$ cat config.mk
export PLATFORM = sky130hd
export DESIGN_NAME = decode_stage
export DESIGN_NICKNAME = d
export VERILOG_FILES = /design/src/rtl/riscv_pkg.sv /design/src/rtl/reg_file.sv /design/src/rtl/decode_stage.sv
export SDC_FILE = /design/constraint.sdc
export NUM_CORES = 2
export LEC_CHECK = 0
export ABC_AREA = 1
export CORE_MARGIN = 2
export CORE_UTILIZATION = 45
export DETAILED_ROUTE_END_ITERATION = 7
export SLEW_MARGIN = 20
export SYNTH_ARGS = -nofsm -noshare
export SYNTH_HDL_FRONTEND = slang
export SYNTH_SLANG_ARGS = --single-unit
$ cat constraint.sdc
create_clock -name clk -period 53 [get_ports clk]
set_input_delay 7.95 -clock clk [delete_from_list [all_inputs] [get_ports clk]]
set_output_delay 7.95 -clock clk [all_outputs]
set_load 0.01 [all_outputs]
$ cat src/rtl/riscv_pkg.sv
// rtl/riscv_pkg.sv - shared RV32I constants, immediate-type enum and opcode helpers
package riscv_pkg;

    localparam logic [31:0] NOP = 32'h0000_0013;  // addi x0, x0, 0

    localparam logic [6:0] OP_LUI    = 7'b0110111;
    localparam logic [6:0] OP_AUIPC  = 7'b0010111;
    localparam logic [6:0] OP_JAL    = 7'b1101111;
    localparam logic [6:0] OP_JALR   = 7'b1100111;
    localparam logic [6:0] OP_BRANCH = 7'b1100011;
    localparam logic [6:0] OP_LOAD   = 7'b0000011;
    localparam logic [6:0] OP_STORE  = 7'b0100011;
    localparam logic [6:0] OP_IMM    = 7'b0010011;
    localparam logic [6:0] OP_REG    = 7'b0110011;
    localparam logic [6:0] OP_FENCE  = 7'b0001111;
    localparam logic [6:0] OP_SYSTEM = 7'b1110011;

    typedef enum logic [2:0] {
        IMM_I,
        IMM_S,
        IMM_B,
        IMM_U,
        IMM_J,
        IMM_NONE
    } imm_type_e;

    function automatic logic is_rv32i_opcode(input logic [6:0] opcode);
        case (opcode)
            OP_LUI, OP_AUIPC, OP_JAL, OP_JALR, OP_BRANCH, OP_LOAD,
            OP_STORE, OP_IMM, OP_REG, OP_FENCE, OP_SYSTEM: return 1'b1;
            default:                                        return 1'b0;
        endcase
    endfunction

endpackage

$ cat src/rtl/reg_file.sv
// rtl/reg_file.sv - 32x32 register file, two combinational read ports, one write port
// Ports: clk, reset (async, active-high); ra1/ra2 read addresses, rd1/rd2 read data;
//        we/wa/wd write enable, address and data. x0 always reads 0; a write to the
//        address being read is forwarded to that read port in the same cycle.
module reg_file #(
    parameter bit ClearRegsOnReset = 1'b1
) (
    input  logic        clk,
    input  logic        reset,
    input  logic [4:0]  ra1,
    input  logic [4:0]  ra2,
    input  logic        we,
    input  logic [4:0]  wa,
    input  logic [31:0] wd,
    output logic [31:0] rd1,
    output logic [31:0] rd2
);

    logic [31:0] regs [32];
    logic        wr_en;

    assign wr_en = we && (wa != 5'd0);

    generate
        if (ClearRegsOnReset) begin : g_clear
            always_ff @(posedge clk or posedge reset) begin
                if (reset) begin
                    for (int i = 0; i < 32; i++) begin
                        regs[i] <= '0;
                    end
                end else if (wr_en) begin
                    regs[wa] <= wd;
                end
            end
        end else begin : g_keep
            // Contents survive reset, but a write coinciding with reset is dropped.
            always_ff @(posedge clk) begin
                if (wr_en && !reset) begin
                    regs[wa] <= wd;
                end
            end
        end
    endgenerate

    always_comb begin
        rd1 = regs[ra1];
        rd2 = regs[ra2];
        if (wr_en && (wa == ra1)) rd1 = wd;
        if (wr_en && (wa == ra2)) rd2 = wd;
        if (ra1 == 5'd0)          rd1 = '0;
        if (ra2 == 5'd0)          rd2 = '0;
    end

endmodule

$ cat src/rtl/decode_stage.sv
// rtl/decode_stage.sv - RV32I decode stage: IF/ID register, register file, immediate gen
// Ports: clk, reset (async, active-high); instr_f/pc_f/pc4_f from fetch; stall/flush/halted
//        pipeline control; reg_write_w/rd_w/result_w writeback; instr_d/pc_d/pc4_d,
//        rs1_d/rs2_d/rd_d, rd1_d/rd2_d, imm_d to execute; pc_imm_d/jump_d back to fetch;
//        illegal_instr_d exception flag.
module decode_stage
    import riscv_pkg::*;
#(
    parameter bit ClearRegsOnReset = 1'b1
) (
    input  logic        clk,
    input  logic        reset,
    input  logic [31:0] instr_f,
    input  logic [31:0] pc_f,
    input  logic [31:0] pc4_f,
    input  logic        stall,
    input  logic        flush,
    input  logic        halted,
    input  logic        reg_write_w,
    input  logic [4:0]  rd_w,
    input  logic [31:0] result_w,
    output logic [31:0] instr_d,
    output logic [31:0] pc_d,
    output logic [31:0] pc4_d,
    output logic [4:0]  rs1_d,
    output logic [4:0]  rs2_d,
    output logic [4:0]  rd_d,
    output logic [31:0] rd1_d,
    output logic [31:0] rd2_d,
    output logic [31:0] imm_d,
    output logic [31:0] pc_imm_d,
    output logic        jump_d,
    output logic        illegal_instr_d
);

    logic [6:0] opcode;
    imm_type_e  imm_type;

    // halted freezes everything; flush beats stall so a squashed slot never lingers.
    always_ff @(posedge clk or posedge reset) begin
        if (reset) begin
            instr_d <= NOP;
            pc_d    <= '0;
            pc4_d   <= '0;
        end else if (!halted) begin
            if (flush) begin
                instr_d <= NOP;
                pc_d    <= '0;
                pc4_d   <= '0;
            end else if (!stall) begin
                instr_d <= instr_f;
                pc_d    <= pc_f;
                pc4_d   <= pc4_f;
            end
        end
    end

    assign opcode = instr_d[6:0];
    assign rs1_d  = instr_d[19:15];
    assign rs2_d  = instr_d[24:20];
    assign rd_d   = instr_d[11:7];

    reg_file #(
        .ClearRegsOnReset(ClearRegsOnReset)
    ) u_reg_file (
        .clk  (clk),
        .reset(reset),
        .ra1  (rs1_d),
        .ra2  (rs2_d),
        .we   (reg_write_w),
        .wa   (rd_w),
        .wd   (result_w),
        .rd1  (rd1_d),
        .rd2  (rd2_d)
    );

    always_comb begin
        imm_type = IMM_NONE;
        case (opcode)
            OP_LOAD, OP_IMM, OP_JALR, OP_SYSTEM: imm_type = IMM_I;
            OP_STORE:                            imm_type = IMM_S;
            OP_BRANCH:                           imm_type = IMM_B;
            OP_LUI, OP_AUIPC:                    imm_type = IMM_U;
            OP_JAL:                              imm_type = IMM_J;
            default:                             imm_type = IMM_NONE;
        endcase
    end

    always_comb begin
        imm_d = '0;
        case (imm_type)
            IMM_I:   imm_d = {{20{instr_d[31]}}, instr_d[31:20]};
            IMM_S:   imm_d = {{20{instr_d[31]}}, instr_d[31:25], instr_d[11:7]};
            IMM_B:   imm_d = {{19{instr_d[31]}}, instr_d[31], instr_d[7],
                              instr_d[30:25], instr_d[11:8], 1'b0};
            IMM_U:   imm_d = {instr_d[31:12], 12'b0};
            IMM_J:   imm_d = {{11{instr_d[31]}}, instr_d[31], instr_d[19:12],
                              instr_d[20], instr_d[30:21], 1'b0};
            default: imm_d = '0;
        endcase
    end

    assign pc_imm_d = pc_d + imm_d;

    // Gated live by flush/halted so fetch never redirects on a slot being killed or frozen.
    assign jump_d = (opcode == OP_JAL) && !flush && !halted;

    assign illegal_instr_d = !is_rv32i_opcode(opcode) || (instr_d[1:0] != 2'b11);

endmodule

### Word level (Yosys, flattened, before mapping)

Cells that the tools add are included.

| word-level totals | value |
|---|---|
| memories | 0 |
| ROM bits | 0 |
| RAM bits | 0 |
| flip-flop bits (word level) | 1120 |
| latch bits | 0 |
| bits of input ports | 139 |

| cells by class | value |
|---|---|
| eq/ne operators | 19 |
| reductions and logical operators | 18 |
| bitwise gates (word level) | 4 |
| muxes and demuxes | 22 |
| add/sub/neg operators | 1 |
| multiply operators | 0 |
| shifts and indexed selects | 0 |
| divide/modulo/power cells | 0 |
| $lt $le $gt $ge | 4 |

Operator list:

| operator | count |
|---|---|
| bitwise mux 1024 bit | 1 |
| two-way mux 32 bit | 15 |
| binary-select mux 32 bit (select 5 bit) | 2 |
| demux 32 bit (select 5 bit) | 1 |
| one-hot mux 32 bit (5 select lines) | 1 |
| adder 32 bit | 1 |
| equality test 7 bit, second input constant | 4 |
| equality test 7 x 6 -> 1 bit, second input constant | 3 |
| greater-or-equal comparator 6 bit, second input constant | 3 |
| inverter 5 -> 6 bit | 3 |
| one-hot mux 3 bit (5 select lines) | 1 |
| equality test 7 x 5 -> 1 bit, second input constant | 2 |
| OR reduction 11 bit | 1 |
| equality test 5 bit | 2 |
| zero test 5 bit | 2 |
| equality test 7 x 2 -> 1 bit, second input constant | 1 |
| equality test 7 x 4 -> 1 bit, second input constant | 1 |
| equality test 3 x 2 -> 1 bit, second input constant | 2 |
| logical AND 1 bit | 6 |
| less-than comparator 6 x 1 -> 1 bit, second input constant | 1 |
| nonzero test 5 bit | 1 |
| OR reduction 4 bit | 1 |
| equality test 3 x 1 -> 1 bit, second input constant | 1 |
| equality test 3 bit, second input constant | 1 |
| 9 further kinds | 11 |

### Logic depth before layout (Yosys ltp)

| logic depth | value |
|---|---|
| depth in word-level cells | 6 |
| mapped depth | 21 |
| gate-level depth less buffers | 20 |

### By module

A second synthesis with hierarchy kept.

| second synthesis, totals | value |
|---|---|
| cells, all modules | 9695 |
| area, all modules | 66067.1 um2 |

Modules (own cells, without submodules):

| module | instances | cells an instance | area each (um2) | sequential area each (um2) |
|---|---|---|---|---|
| reg_file | 1 | 8838 | 59667.2 | 25624.6 |
| decode_stage | 1 | 857 | 6399.9 | 2406.1 |

### Worst setup path before layout

OpenSTA, ideal clock, no wires.

| timing | value |
|---|---|
| kind | input to output |
| from | input port rd_w[3] |
| to | output port rd2_d[29] |
| stages | 10 |
| data required time | 45.050 ns |
| setup slack | 35.767 ns |
| path buffers | 3 |
| arrival time | 9.283 ns |
| path through | buf_4 -> inv_1 -> nand4_1 -> nand2_1 -> inv_1 -> nand3_1 -> buf_2 -> buf_2 -> o21ai_0 -> a21oi_1 |

| between the ends | value |
|---|---|
| longest elaborated chain between the ends | 5 |
| elaborated cells between the ends (all ways) | 6 |
| those cells by class | eq/ne: 1; mux: 2; reduce/logical: 3 |

RTL lines:

| element | line | source |
|---|---|---|
| start, declared | decode_stage.sv:20 | `input logic [4:0] rd_w,` |
| nonzero test 5 bit | reg_file.sv:22 | `assign wr_en = we && (wa != 5'd0);` |
| logical AND 1 bit | reg_file.sv:22 |  |
| logical AND 1 bit (*) | reg_file.sv:49 | `if (wr_en && (wa == ra2)) rd2 = wd;` |
| two-way mux 32 bit (*) | reg_file.sv:49 |  |
| two-way mux 32 bit (*) | reg_file.sv:51 | `if (ra2 == 5'd0) rd2 = '0;` |
| end, declared | decode_stage.sv:29 | `output logic [31:0] rd2_d,` |

Every way passes the cells marked *; elsewhere a longest branch is shown, timed or not.

### Final worst setup path

| timing | value |
|---|---|
| from | input port rd_w[3] |
| to | output port rd2_d[0] |

The elaborated chain is that of the path after synthesis.

==> impl_summary.md <==
Layout
The share of post-route cells with drive strength above 1 is between 4 and 5%. The multi-input combinational cells in the finished layout cover a total of about 0.03 sq mm. The final layout contains 9052 nets. Summing all flip-flop and latch instances after layout gives 0.0281 sq mm. The fill cell instance count of the final layout is 13.9k. The share of the core filled with cells is 51.6%. The library cells used most frequently in the layout, excluding fill and tap cells, are sky130_fd_sc_hd__nand2_1, sky130_fd_sc_hd__o21ai_0, sky130_fd_sc_hd__dfrtp_1. Relative to the synthesized area, the layout overhead comes to 14.1%.

The commonest non-fill, non-tap cell in the layout is sky130_fd_sc_hd__nand2_1.

Drt
The wire length the detailed router placed on met1 is around 110000 um. The count of antenna-violating nets left after detailed routing is 0. After detailed routing, the number of vias per cell comes to roughly 6.0. The post-route DRC violation count is 0. The number of iterations in the first detailed-routing pass is 7. After detailed routing, the average wire length per cell comes to 25.7 um.

The final wirelength is between 200000 and 300000 um. Signal routing reaches up to met5. The final route contains 64.8k vias. The detailed router finished its first iteration with 8574 violations. The met3 wire length is 28600 um.

The sum of met2 wire segment lengths after detailed routing is between 100000 and 150000 um.

Die
The region available for standard cell placement spans 0.141 sq mm. The floorplan step defined a die boundary enclosing 0.145 sq mm. The I/O pin count is between 300 and 400. The die outline height is ~380 um. The x dimension of the die is between 300 and 400 um.

The starting density of the core is 45.2%. The number of rows in the core area is approximately 140.

Worst hold path
The worst hold path stage count is 0. The worst hold path belongs to the class flop to flop.

Global route
The first global-routing pass estimated 410000 um of wire. The remaining global-route overflow is 0. The number of antenna violations at the first check in global routing is 19. Across every metal layer, demand over resource in global routing totals a little under two fifths.

Entering global routing, the biggest net connects 265 pins. The number of global-route vias before repair was 59.7k.

Timing
The slew at the pin with the worst max-slew slack is 1.25 ns. Setup violations remaining at the end of the flow were counted as 0. The worst pin sits at a relative slew slack of between 15 and 20%.

Of the available clock period, the critical path in the final layout requires 37.4%. The clock arrives with 0 ns of skew. The peak clock frequency supported by timing is approximately 0.050 GHz. The time the worst path needs with I/O delays and setup is 19.80 ns.

The total negative slack for setup checks is 0 ns. Final hold analysis gives a worst-case slack of about 0.40 ns. Setup repair after global routing left no endpoint under its margin. The number of pins exceeding their max-slew limit in the final report was 0. The count of final hold-check violations was 0.

Worst setup path
The launching element type of the critical path is an input port. The worst setup path is of the input port to output port kind. The critical path required time is approximately 45 ns. The critical path data arrival time is around 12 ns. The number of cells on the worst reg-to-reg path is 4. The maximum fanout along the worst path is 29.

The category of the worst setup path capture point is an output port.

Yosys
The mapped netlist covers 0.0638 sq mm. The post-synthesis net count is 9180. The sequential element share of the synthesized area is 43.9%.

The number of standard cells after synthesis is 9009. Dividing the synthesized area by the synthesized cell count gives 7.08 sq um. The synthesis-stage register bit count is approximately 1.1k. The number of different library cells in the post-synthesis netlist is 39.

For this run, the number of Yosys warnings is 0.

Placed design
The half-perimeter wire length after detailed placement is roughly 160000 um. In this run the tool buffered the top-level ports with between 300 and 400 buffer cells. At the end of routability-driven placement, the weighted congestion stood at 0.961.

Run
The count of maximum capacitance violations is 0.

Clocking
Clock tree synthesis found a total of 1120 sinks. The TritonCTS clock tree is built. The count of hold buffers inserted by post-cts repair is 0. The clock slew at the register clock pins of the worst setup and hold paths is around 0.06 ns. The count of buffers added by post-CTS timing repair for setup is 0. The total number of H-tree levels is 4. The number of resized instances in the post-cts repair step is 0. In this run the deepest clock path goes through 3 buffers.

In this run, CTS created clock tree buffers numbering 133. The clock network latency to the later pin of the worst-skew pair is about 0.77 ns. The cell sitting at the root of the clock tree is a sky130_fd_sc_hd__clkbuf_16.

Power and ir drop
The worst-case IR drop observed on VDD is 0.0260 mV. Total power for the finished layout comes to 2.74 mW. For this design the static power due to leakage is 33.3 nW. The power density over the cells is 37.6 mW/mm^2.

Outcome
The flow ran to the end, and the final reports show no timing, DRC or antenna violations.
## layer usage
metal  vias to the layer above  GRT usage [%]
met1                     30991           49.7
met5                         -              0
met4                        10           23.7
met2                      3757           57.3
li1                      29298              -
met3                       791           7.88
## state kept, by name, indices dropped and copies added (netlist names)
| register | count |
|---|---|
| instr_d | 32 |
| pc4_d | 32 |
| pc_d | 32 |
| u_reg_file.regs | 1024 |
## cell families (layout without fill, tap and decap cells)
kind of cell | after synthesis | after routing | share of synthesized area [%]
AO/OA/AOI/OAI | 2565 | 2565 | 22.2
adder cells (fa/ha/maj) | 32 | 32 | 0.639
buffers and inverters | 1578 | 1556 | 9.57
flip-flops | 1120 | 1120 | 43.9
AND/OR/NAND/NOR | 3692 | 3692 | 23.3
XOR/XNOR | 22 | 22 | 0.302
other | 0 | 13 | 0
## cells in the mapped netlist, drive strengths merged
cell type,count,area (sq um)
fa,1,20.0
o22a,2,17.5
nor3,24,146
xnor2,4,35.0
xor2,18,158
nand3,654,3270
o21bai,4,30.0
a21boi,2,15.0
o22ai,1,6.26
and3,2,12.5
nor2,352,1330
o21ai,1530,7660
ha,31,388
buf,182,863
a21oi,542,2710
o21a,4,30.0
nand2,2622,9880
dfrtp,1117,28000
nor4,3,33.8
a21o,5,37.5
clkbuf,591,2220
o311ai,1,8.76
or2,24,150
inv,802,3010
o211ai,407,3060
dfstp,3,78.8
o2111ai,1,8.76
clkinv,3,11.3
nand4,11,68.8
a22o,66,578
## area by class of cell
| cell class | count | area share, % |
|---|---|---|
| tap | 1890 | 3.25 |
| clock buffer | 198 | 5.37 |
| inverter | 805 | 4.21 |
| sequential | 1120 | 38.6 |
| multi-input combinational | 6311 | 41.1 |
| clock inverter | 43 | 0.734 |
| timing repair buffer | 510 | 6.73 |
| antenna | 13 | 0.0447 |
## worst max-delay path, cell delays in order
cell,delay [ns]
sky130_fd_sc_hd__clkdlybuf4s50_1,0.66
sky130_fd_sc_hd__inv_1,0.24
sky130_fd_sc_hd__nand4_1,0.15
sky130_fd_sc_hd__nand2_1,0.05
sky130_fd_sc_hd__inv_1,0.19
sky130_fd_sc_hd__nand3_4,0.48
sky130_fd_sc_hd__inv_1,0.73
sky130_fd_sc_hd__nand2_1,0.11
sky130_fd_sc_hd__a21oi_1,0.55
sky130_fd_sc_hd__clkdlybuf4s50_1,0.68
## where the power goes
part / total, mW / switching, mW / leakage, nW / internal (mW)
sequential: 1.11 / 0.105 / 14.3 / 1.01
clock: 0.954 / 0.393 / 2.19 / 0.561
combinational: 0.668 / 0.436 / 16.8 / 0.232
total: 2.74 / 0.934 / 33.3 / 1.80
## metrics by stage
step	area (sq um)	setup WS, ns	instances
floorplan	63800	13.52	9009
global route	72800	33.22	10886
global placement	68200	33.36	10634
finish	72800	33.20	10890
detailed placement	68300	33.34	10634
CTS	72700	33.34	10875
## worst paths after layout
| path | from | to | slack, ns |
|---|---|---|---|
| min in group asynchronous | reset | pc4_d[31] | 7.71 |
| setup reg to reg | instr_d[17] | instr_d[17] | 50.39 |
| hold reg to reg | u_reg_file.regs[1020] | u_reg_file.regs[1020] | 0.40 |
| max in group asynchronous | reset | u_reg_file.regs[98] | 41.76 |
| hold / removal | u_reg_file.regs[1020] | u_reg_file.regs[1020] | 0.40 |
| setup / recovery | rd_w[3] | rd2_d[0] | 33.20 |
Power figures use the tool's default switching activity.
